## config.mk

```make
export PLATFORM = sky130hd
export DESIGN_NAME = trng_collector
export DESIGN_NICKNAME = d
export VERILOG_FILES = /design/src/rtl/trng_collector.sv
export SDC_FILE = /design/constraint.sdc
export NUM_CORES = 1
export LEC_CHECK = 0
export CAP_MARGIN = 10
export CORE_MARGIN = 2
export CORE_UTILIZATION = 50
export CTS_CLUSTER_SIZE = 20
export DETAILED_ROUTE_END_ITERATION = 8
export PLACE_DENSITY_LB_ADDON = 0.15
export SYNTH_ARGS = -nofsm -noshare
export SYNTH_HDL_FRONTEND = slang
export SYNTH_SLANG_ARGS = --single-unit
```

## constraint.sdc

```tcl
create_clock -name clk_in -period 5.1 [get_ports clk_in]
set_clock_uncertainty 0.15 [all_clocks]
set_input_delay 1.275 -clock clk_in [delete_from_list [all_inputs] [get_ports clk_in]]
set_output_delay 1.275 -clock clk_in [all_outputs]
set_load 0.02 [all_outputs]
```

## src/rtl/trng_collector.sv

```systemverilog
// -----------------------------------------------------------------------------
// trng_collector
//
// Consumer end of a ring-oscillator TRNG bitstream. The asynchronous raw bit
// is synchronised, sampled once every SAMPLE_DIV clocks, debiased with a von
// Neumann corrector and packed MSB-first into WIDTH-bit words. Every raw
// sample feeds a repetition-count health test. A stuck source latches a sticky
// failure that only reset clears.
//
// Ports
//   clk_in    system clock
//   rst_      asynchronous active-low reset
//   en        collection enable (ignored once failed)
//   prn_in    raw random bit, asynchronous to clk_in
//   data_out  last completed word (changes only when a word completes)
//   valid     data_out holds a word not yet taken by the consumer
//   ready     consumer takes the word when valid && ready
//   fail      sticky repetition-test failure
// -----------------------------------------------------------------------------
module trng_collector #(
   parameter int WIDTH       = 8,
   parameter int SYNC_STAGES = 2,
   parameter int SAMPLE_DIV  = 16,
   parameter int REP_LIMIT   = 32
) (
   input  logic             clk_in,
   input  logic             rst_,
   input  logic             en,
   input  logic             prn_in,
   output logic [WIDTH-1:0] data_out,
   output logic             valid,
   input  logic             ready,
   output logic             fail
);

   localparam int CNT_W = $clog2(SAMPLE_DIV);
   localparam int BIT_W = $clog2(WIDTH + 1);
   localparam int REP_W = $clog2(REP_LIMIT + 1);

   localparam logic [CNT_W-1:0] CNT_LAST = CNT_W'(SAMPLE_DIV - 1);
   localparam logic [BIT_W-1:0] BIT_LAST = BIT_W'(WIDTH - 1);
   localparam logic [REP_W-1:0] REP_MAX  = REP_W'(REP_LIMIT);
   localparam logic [REP_W-1:0] REP_ONE  = REP_W'(1);

   typedef enum logic [2:0] {
      ST_IDLE,
      ST_FIRST,
      ST_SECOND,
      ST_FULL,
      ST_FAIL
   } state_t;

   state_t                 state_q, state_d;
   logic [SYNC_STAGES-1:0] sync_q;
   logic [CNT_W-1:0]       cnt_q, cnt_d;
   logic                   a_q, a_d;
   logic [WIDTH-1:0]       word_q, word_d;
   logic [BIT_W-1:0]       bit_cnt_q, bit_cnt_d;
   logic [WIDTH-1:0]       data_q, data_d;
   logic                   prev_q, prev_d;
   logic [REP_W-1:0]       rep_cnt_q, rep_cnt_d;

   logic                   s_bit;
   logic                   sampling;
   logic                   sample;
   logic [REP_W-1:0]       rep_new;
   logic [WIDTH-1:0]       word_shift;

   assign s_bit      = sync_q[SYNC_STAGES-1];
   assign sampling   = (state_q == ST_FIRST) || (state_q == ST_SECOND);
   assign sample     = sampling && (cnt_q == CNT_LAST);
   assign word_shift = {word_q[WIDTH-2:0], a_q};

   // rep_cnt_q == 0 marks "no raw sample yet since enable", so the first
   // sample always starts a fresh run of length 1.
   assign rep_new = ((rep_cnt_q == '0) || (s_bit != prev_q)) ? REP_ONE :
                    (rep_cnt_q == REP_MAX)                   ? REP_MAX :
                                                               rep_cnt_q + 1'b1;

   assign data_out = data_q;
   assign valid    = (state_q == ST_FULL);
   assign fail     = (state_q == ST_FAIL);

   // NOTE: every register, including the synchroniser, is cleared by the async
   // reset and updated with non-blocking assignments so all flops see the same
   // pre-edge values regardless of statement order.
   always_ff @(posedge clk_in or negedge rst_) begin
      if (!rst_) begin
         state_q   <= ST_IDLE;
         sync_q    <= '0;
         cnt_q     <= '0;
         a_q       <= 1'b0;
         word_q    <= '0;
         bit_cnt_q <= '0;
         data_q    <= '0;
         prev_q    <= 1'b0;
         rep_cnt_q <= '0;
      end else begin
         state_q   <= state_d;
         sync_q    <= {sync_q[SYNC_STAGES-2:0], prn_in};
         cnt_q     <= cnt_d;
         a_q       <= a_d;
         word_q    <= word_d;
         bit_cnt_q <= bit_cnt_d;
         data_q    <= data_d;
         prev_q    <= prev_d;
         rep_cnt_q <= rep_cnt_d;
      end
   end

   // NOTE: every output of this block gets a default before any branch, so no
   // path can leave a signal unassigned and infer a latch.
   always_comb begin
      state_d   = state_q;
      cnt_d     = '0;
      a_d       = a_q;
      word_d    = word_q;
      bit_cnt_d = bit_cnt_q;
      data_d    = data_q;
      prev_d    = prev_q;
      rep_cnt_d = rep_cnt_q;

      // Sample timer only runs while collecting a pair; it idles at zero in
      // IDLE, FULL and FAIL so the next sample is a full period away.
      if (sampling) begin
         cnt_d = sample ? '0 : cnt_q + 1'b1;
      end

      unique case (state_q)
         ST_IDLE: begin
            if (en) state_d = ST_FIRST;
         end
         ST_FIRST: begin
            if (sample) begin
               a_d     = s_bit;
               state_d = ST_SECOND;
            end
         end
         ST_SECOND: begin
            if (sample) begin
               state_d = ST_FIRST;
               if (a_q != s_bit) begin
                  if (bit_cnt_q == BIT_LAST) begin
                     data_d    = word_shift;
                     word_d    = '0;
                     bit_cnt_d = '0;
                     state_d   = ST_FULL;
                  end else begin
                     word_d    = word_shift;
                     bit_cnt_d = bit_cnt_q + 1'b1;
                  end
               end
            end
         end
         ST_FULL: begin
            if (ready) state_d = ST_FIRST;
         end
         ST_FAIL: begin
            state_d = ST_FAIL;
         end
         default: state_d = ST_IDLE;
      endcase

      // Health test sees every raw sample, both members of a pair.
      if (sample) begin
         prev_d    = s_bit;
         rep_cnt_d = rep_new;
         // A tripped test wins over a word completing on the same sample:
         // the word is dropped and data_out keeps its previous contents.
         if (rep_new == REP_MAX) begin
            state_d   = ST_FAIL;
            word_d    = '0;
            bit_cnt_d = '0;
            data_d    = data_q;
         end
      end

      // Disable abandons everything in flight except the last delivered word.
      if (!en && (state_q != ST_FAIL)) begin
         state_d   = ST_IDLE;
         cnt_d     = '0;
         a_d       = 1'b0;
         word_d    = '0;
         bit_cnt_d = '0;
         data_d    = data_q;
         prev_d    = 1'b0;
         rep_cnt_d = '0;
      end
   end

endmodule
```

# --- Word-level counts from Yosys, hierarchy flattened ---
# Index checks and enable logic that the tools add are counted.
word_totals:
  reg_bits: 37
  in_bits: 5
  output_inout_bits: 10
  word_cells: 77
op_classes:
  addsub: 3
  eq_ne: 12
  muxes: 41
  n_bitwise: 1
  reduce_logical: 11
op_table:
  columns: ["op", "count"]
  rows:
  - ["8-bit two-way mux", 13]
  - ["4-bit two-way mux", 10]
  - ["6-bit two-way mux", 4]
  - ["3-bit two-way mux", 7]
  - ["3-bit one-hot mux with 5 select lines", 1]
  - ["6-bit == test, second input constant", 2]
  - ["4-bit by 1-bit adder with 4-bit output, second input constant", 2]
  - ["6-bit by 1-bit adder with 6-bit output, second input constant", 1]
  - ["3-bit by 2-bit == test with 1-bit output, second input constant", 2]
  - ["6-bit logical NOT", 1]
  - ["4-bit by 3-bit == test with 1-bit output, second input constant", 1]
  - ["4-bit == test, second input constant", 1]
  - ["1-bit two-way mux", 4]
  - ["2-bit two-way mux", 2]
  - ["2-bit AND reduction", 2]
  - ["2-bit nonzero test", 2]
  - ["3-bit by 1-bit == test with 1-bit output, second input constant", 1]
  - ["3-bit == test, second input constant", 1]
  - ["3-bit logical NOT", 1]
  - ["3-bit != test, second input constant", 1]
  - ["1-bit logical AND", 2]
  - ["1-bit logical OR", 2]
  - ["1-bit != test", 2]
  - ["2-bit != test, second input constant", 1]
  - ["2 further kinds", 2]

# --- Depth between registers and ports, before layout ---
logic_depth:
  depth_word: 8
  mapped_depth: 8
  depth_no_buf: 7

# --- Worst setup path after synthesis ---
# Ideal clock, no wire load.
synth_path:
  path_type: "register to output"
  startpoint: "register state_q[1]"
  endpoint: "output fail"
  arrival_ns: 1.191
  t_required_ns: 3.675
  setup_slack_ns: 2.484
  stages_incl_launch_ff: 3
  path_buffers: 1
  cell_sequence: "dfrtp_1 buf_4 nor3b_1"
synth_between:
  elab_chain_len: 1
synth_rtl:
  columns: ["item", "line", "rtl"]
  rows:
  - ["from (decl)", "53", "state_t state_q, state_d;"]
  - ["from (signal assigned)", "99", "state_q <= state_d;"]
  - ["3-bit == test", "82", "assign fail = (state_q == ST_FAIL);"]
  - ["to (decl)", "33", "output logic fail"]
# No other way between the ends.

# --- Worst setup path in the final report ---
layout_path:
  startpoint: "register state_q[2]"
  endpoint: "output fail"
# The elaborated chain is that of the path after synthesis.

==> summary.md <==
| Metric | Value |
|---|---|
| Post-synth EDFFs | 0 |
| Placer Congestion | 0.923 |
| Num CTS Buffers | 5 |
| Starting Density | 0.518 |
| Clock transition at path regs | 0.07 ns |
| # port buffers | 14 |
| Crit-path max FO | 9 |
| # diodes | 0 |
| Initial DRT Pass Iterations | 4 |
| Placed cells | 245 |
| DR vias | 1407 |
| Vias/cell | 5.56 |
| Yosys warns | 0 |
| Routed wl met3 | 129 um |
| Synth Area in Compound Gates | 0.146 |
| # clock sinks | 36 |
| Met1 WL | 1.78 mm |
| Die H | 65.6 um |
| # rows | 22 |
| Slew @ Worst Pin | 0.991 ns |
| Max_cap viols | 0 |
| Worst-Skew Late Latency | 0.28 ns |
| Post-layout min period | 3.30 ns |
| Crit end category | output port |
| Worst slew margin | 0.339 |
| GRT Total Usage | 0.196 |
| Setup-failing EPs final | 0 |
| H-tree Lvls | 2 |
| Largest net degree at the start of global routing | 37 |
| Cell area after synthesis | 0.00190 sq mm |
| Simple-gate share of the synthesized area | 0.220 |
| Overall power | 0.509 mW |
| Fin Setup TNS | 0 ns |
| Vias in the first global route | 1339 |
| Fmax | 303 MHz |
| Area Growth Syn to Fin | 12.9% |
| Top FF cell, synth | dfrtp_1 |
| CTS root buf | clkbuf_8 |
| Share of cells above drive strength 1 | 0.122 |
| Total wire length | 3.79 mm |
| Cts hold-fix bufs | 0 |
| Register Area | 901 sq um |
| Core ar. | 0.00366 sq mm |
| Worst Path Required | 3.67 ns |
| Final net count | 213 |
| Hold Crit Class | register to register |
| Clock tree buffer depth | 2 |
| Residual DRC count | 0 |
| Hold Vio Cnt, Final | 0 |
| Main combinational cell family by area after synthesis | simple AND/OR/NAND/NOR gates |
| XOR/XNOR Fraction of Synth Area | 0.0461 |
| Register area share after synthesis | 0.475 |
| Detailed placement HPWL | 2.68 mm |
| First-pass GRT wire length | 6.41 mm |
| Kind of critical path | register to output port |
| GRT overflow | 0 |
| Run status | completed |
| Slew Limit Fails | 0 |
| Mux contribution to synthesized area | 0.0527 |
| Worst vdd ir | 0.212 mV |
| Crit path arrival time | 1.87 ns |
| Syn nets | 200 |
| Postcts setup bufs | 0 |
| PwrDens | 237 mW/mm^2 |
| 1st-iter DRT viols | 62 |
| Avg Inst Size Synth | 9.94 sq um |
| Post_cts resized | 0 |
| Post-route ant nets | 0 |
| Top sig layer | met3 |
| Total die area | 0.00430 sq mm |
| Routed WL per cell | 15.0 um |
| Die W | 65.6 um |
| Unrepaired setup endpoints after global routing | false |
| TritonCTS clock tree | yes |
| Setup crit start kind | register |
| Detail Route met2 WL | 1.88 mm |
| Yosys reg bits | 36 |
| Post-synthesis adder-cell area fraction | 0.0264 |
| Fin crit share | 0.647 |
| Cell count after synthesis | 191 |
| Synth async-reset ratio | 1.00 |
| # IOs | 15 |
| Initial antenna violation count | 0 |
| Fillers | 318 |
| Hold_ws | 0.216 ns |
| Multi-input gate area | 932 sq um |
| Fin cells | 253 |
| Leak | 0.894 nW |
| Count of different cell masters after synthesis | 44 |
==> area by class of cell <==
class                      instances  share of cell area
clock buffer                       5              0.0321
clock inverter                     3             0.00876
inverter                           4             0.00701
multi-input combinational        142               0.435
sequential                        36               0.420
tap                               48              0.0280
timing repair buffer              15              0.0689
==> sequential cells by signal, summed over array words and instances, names as in the netlist <==
register and count:
sync_q 2, rep_cnt_q 6, cnt_q 4, state_q 3
a_q 1, data_out 8, word_q 7, prev_q 1
bit_cnt_q 4
==> critical path, stage by stage (launching register included) <==
cell and delay, ns:
dfrtp_1 0.50, nor3b_1 0.41, clkdlybuf4s50_1 0.68
==> cell families (layout without fill, tap and decap cells) <==
kind of cell    after synthesis  in the layout
buf+inv                      13             27
mux                           9              9
flops                        36             36
compound gates               38             38
fa+ha+maj                     4              4
xor+xnor                     10             10
simple gates                 81             81
==> final timing paths <==
path	from	to	slack, ns	cells past startpoint
worst max-delay path	state_q[2]	fail	1.80	2
worst min-delay path	sync_q[0]	sync_q[1]	0.22	0
worst max register to register	cnt_q[0]	word_q[5]	2.31	6
worst min register to register	sync_q[0]	sync_q[1]	0.22	0
max in group asynchronous	rst_	sync_q[0]	3.22	2
min in group asynchronous	rst_	state_q[0]	1.26	2
==> cell usage after synthesis (4+ instances only) <==
cell type | number | area, sq um
nand2b_1 | 4 | 25.0
nand2_1 | 23 | 86.3
ha_1 | 4 | 50.1
mux2_2 | 8 | 90.1
dfrtp_1 | 36 | 901
o21ai_0 | 7 | 35.0
nor3_1 | 8 | 40.0
nand3_1 | 12 | 60.1
inv_1 | 4 | 15.0
xnor2_1 | 5 | 43.8
buf_2 | 4 | 20.0
nor2_1 | 14 | 52.6
a21oi_1 | 12 | 60.1
xor2_1 | 5 | 43.8
==> stage by stage <==
| stage | area (sq um) | utilization | setup WS, ns |
|---|---|---|---|
| floorplan | 1900 | - | 2.48 |
| global placement | 2060 | 0.562 | 2.01 |
| detailed placement | 2060 | 0.562 | 1.93 |
| CTS | 2140 | 0.585 | 1.78 |
| global route | 2140 | 0.585 | 1.61 |
| finish | 2140 | 0.585 | 1.80 |
==> layer usage <==
metal	global-route usage	vias up
li1	-	701
met3	0.0462	0
met5	0	-
met1	0.280	680
met4	0.0547	0
met2	0.297	26
==> report_power, final <==
| group | switching [mW] | internal, mW | leakage (nW) |
|---|---|---|---|
| clock | 0.104 | 0.0951 | 0.0479 |
| sequential | 0.00278 | 0.287 | 0.495 |
| combinational | 0.0129 | 0.00670 | 0.351 |
==> cells in the final DEF (no fill, tap or decap), types with 2 or more instances in the layout <==
cell type	count
a21oi_1	12
a22o_1	2
a31oi_1	2
and3_1	3
clkbuf_8	5
clkdlybuf4s50_1	14
clkinv_2	2
dfrtp_1	36
ha_1	4
inv_1	4
mux2_2	8
nand2_1	23
nand2b_1	4
nand3_1	12
nand3b_1	3
nand4_1	2
nor2_1	14
nor2b_1	3
nor3_1	8
nor3b_1	2
o21ai_0	7
o22ai_1	2
o31ai_1	2
xnor2_1	5
xor2_1	5
(Power assumes the default switching activity.)
==> RTL edit: new RTL, same settings <==
`WIDTH`: 8 -> 16.
--- a/src/rtl/trng_collector.sv
+++ b/src/rtl/trng_collector.sv
@@ -18,7 +18,7 @@
 //   fail      sticky repetition-test failure
 // -----------------------------------------------------------------------------
 module trng_collector #(
-   parameter int WIDTH       = 8,
+   parameter int WIDTH       = 16,
    parameter int SYNC_STAGES = 2,
    parameter int SAMPLE_DIV  = 16,
    parameter int REP_LIMIT   = 32
Interface: changed (resized data_out); port bits go from 15 to 23. No check against the original RTL was run, so the function may have changed too.
==> RTL edit against the unedited design <==
Register-to-register slack worse by 0.51 ns. Routed wire length grew 19%. Worst hold slack worse by 0.012 ns. Utilization down 0.88 points. Total power up 35%. Critical path depth up 4. Sequential cell count is 17 higher. Sequential share of layout area rose by 3.6 points. Area after synthesis grew 36%. Worst setup slack barely moved. Combinational power is 13% higher. Synthesized cell count is 23% higher. Die area up 33%. Final area increased by 36%. Critical endpoint is now data_out[0]. Largest power group unchanged.
==> RTL edit: results (changes against the unedited design) <==
nets@finish=261 (+23%); largest net degree at the start of global routing=54 (+46%); reg-to-reg startpoint=bit_cnt_q[0]; iteration-0 DRC count of the detailed router=114 (+84%); flop-to-flop setup slack=1.80 ns (-0.51 ns); slowest CP cell=a211oi_4; max reg flops=16 (+8); met1 Use GR=24.7% (-3.3 points); gr usage total=17.6% (-1.9 points); Max VDD drop=151 µV (-29%); Clk pin slew, worst setup/hold paths=0.09 ns (+0.02 ns); synthesized-area fraction occupied by xor and xnor cells=3.75% (-0.87 points); GP Congestion=0.818 (-11%); vias in the first global route=1644 (+23%); vias=1755 (+25%); global-route wire length before repair=7.65 mm (+19%); Filler cells=454 (+43%); post-DP HPWL=2.92 mm (+9.0%); grt met2 use=27.3% (-2.4 points); post-synthesis mux area share=9.63% (+4.4 points); post-synthesis sequential area ratio=51.6% (+4.1 points); Clock Latency Late Sink=0.31 ns (+0.03 ns); Reg-to-Reg End=data_out[0]; Largest stage delay, worst path=0.86 ns (+0.18 ns); Synth Area in Adders=1.95% (-0.69 points); synthesized net count=243 (+22%); outcome=complete, no violations; Commonest cells post-synth=dfrtp_1, nand2_1, nand3_1, a21oi_1, nor2_1; Top delay family on crit path=simple AND/OR/NAND/NOR gates; Detailed Route WL=4.50 mm (+19%); CTS max path bufs=2 (unchanged); initial antenna violation count=0 (unchanged); Yosys warning count=0 (unchanged); post-synthesis compound-gate area fraction=11.2% (-3.4 points); dpl ws=1.53 ns (-0.407 ns); static leakage=1.25 nW (+40%); PortBufs=22 (+8); Root Buffer=clkbuf_8; Worst EP arrival=3.34 ns (+1.47 ns); worst slew pin tran=1.06 ns (+0.0728 ns); Area contributors post-synth=dfrtp_1, mux2_4, nand2_1; library cells used by synthesis=50 (+14%); Worst Path Max Fanout=17 (+8); M3 GR Usage=4.37% (-0.26 points); layout cells sized above 1=14.7% (+2.5 points); WHS Path Cells=0 (unchanged)
## RTL edit: cell types whose count changed in the layout (fill, tap and decap cells not counted), sizes merged, moves of 3 or more
cell / change
mux2: +8
nand2: +7
a21oi: +5
o21ai: -4
clkdlybuf4s50: +7
dfrtp: +17
nand3: +7
clkinv: -3
## RTL edit: stage by stage
stage	hold WS [ns]	cell area, µm²	instances
3_5_place_dp	0.187	2820	315
6_report	0.204	2910	322
5_1_grt	0.214	2910	322
4_1_cts	0.207	2910	322
3_3_place_gp	0.183	2820	315
2_1_floorplan	0.181	2570	234
## RTL edit: metal layers
metal / share of wire [%] / up-vias
li1: - / 863
met1: 50 / 856
met2: 45 / 31
met4: 1.1 / 0
met5: 0 / -
met3: 3.9 / 5
## RTL edit: layout make-up
type	instances	area share (%)
Sequential cell	53	45.6
Inverter	4	0.516
Timing Repair Buffer	24	7.92
Tap cell	70	3.01
Clock buffer	6	2.84
Multi-Input combinational cell	164	39.8
Clock inverter	1	0.258
## RTL edit: how the worst max path moves through the flow
stage | startpoint | endpoint | slack [ns]
global route | bit_cnt_q[0] | data_out[0] | 1.50
CTS | bit_cnt_q[0] | data_out[0] | 1.75
floorplan | state_q[2] | data_out[10] | 2.48
detailed placement | en | data_out[1] | 1.53
global placement | en | data_out[15] | 1.60
finish | bit_cnt_q[0] | data_out[0] | 1.80
## RTL edit: logic make-up (layout without fill, tap and decap cells)
logic type                 Yosys count  after routing
and+or+nand+nor                     91             91
DFF                                 53             53
AOI/OAI and AO/OA                   39             39
muxes                               19             19
buffers and inverters               17             35
xor gates and xnor gates            11             11
adders and majority gates            4              4
## RTL edit: report_power, final
part	internal, mW	switching, mW
Combinational	0.00613	0.0160
Sequential	0.422	0.00268
Clock	0.108	0.133
Total	0.535	0.152
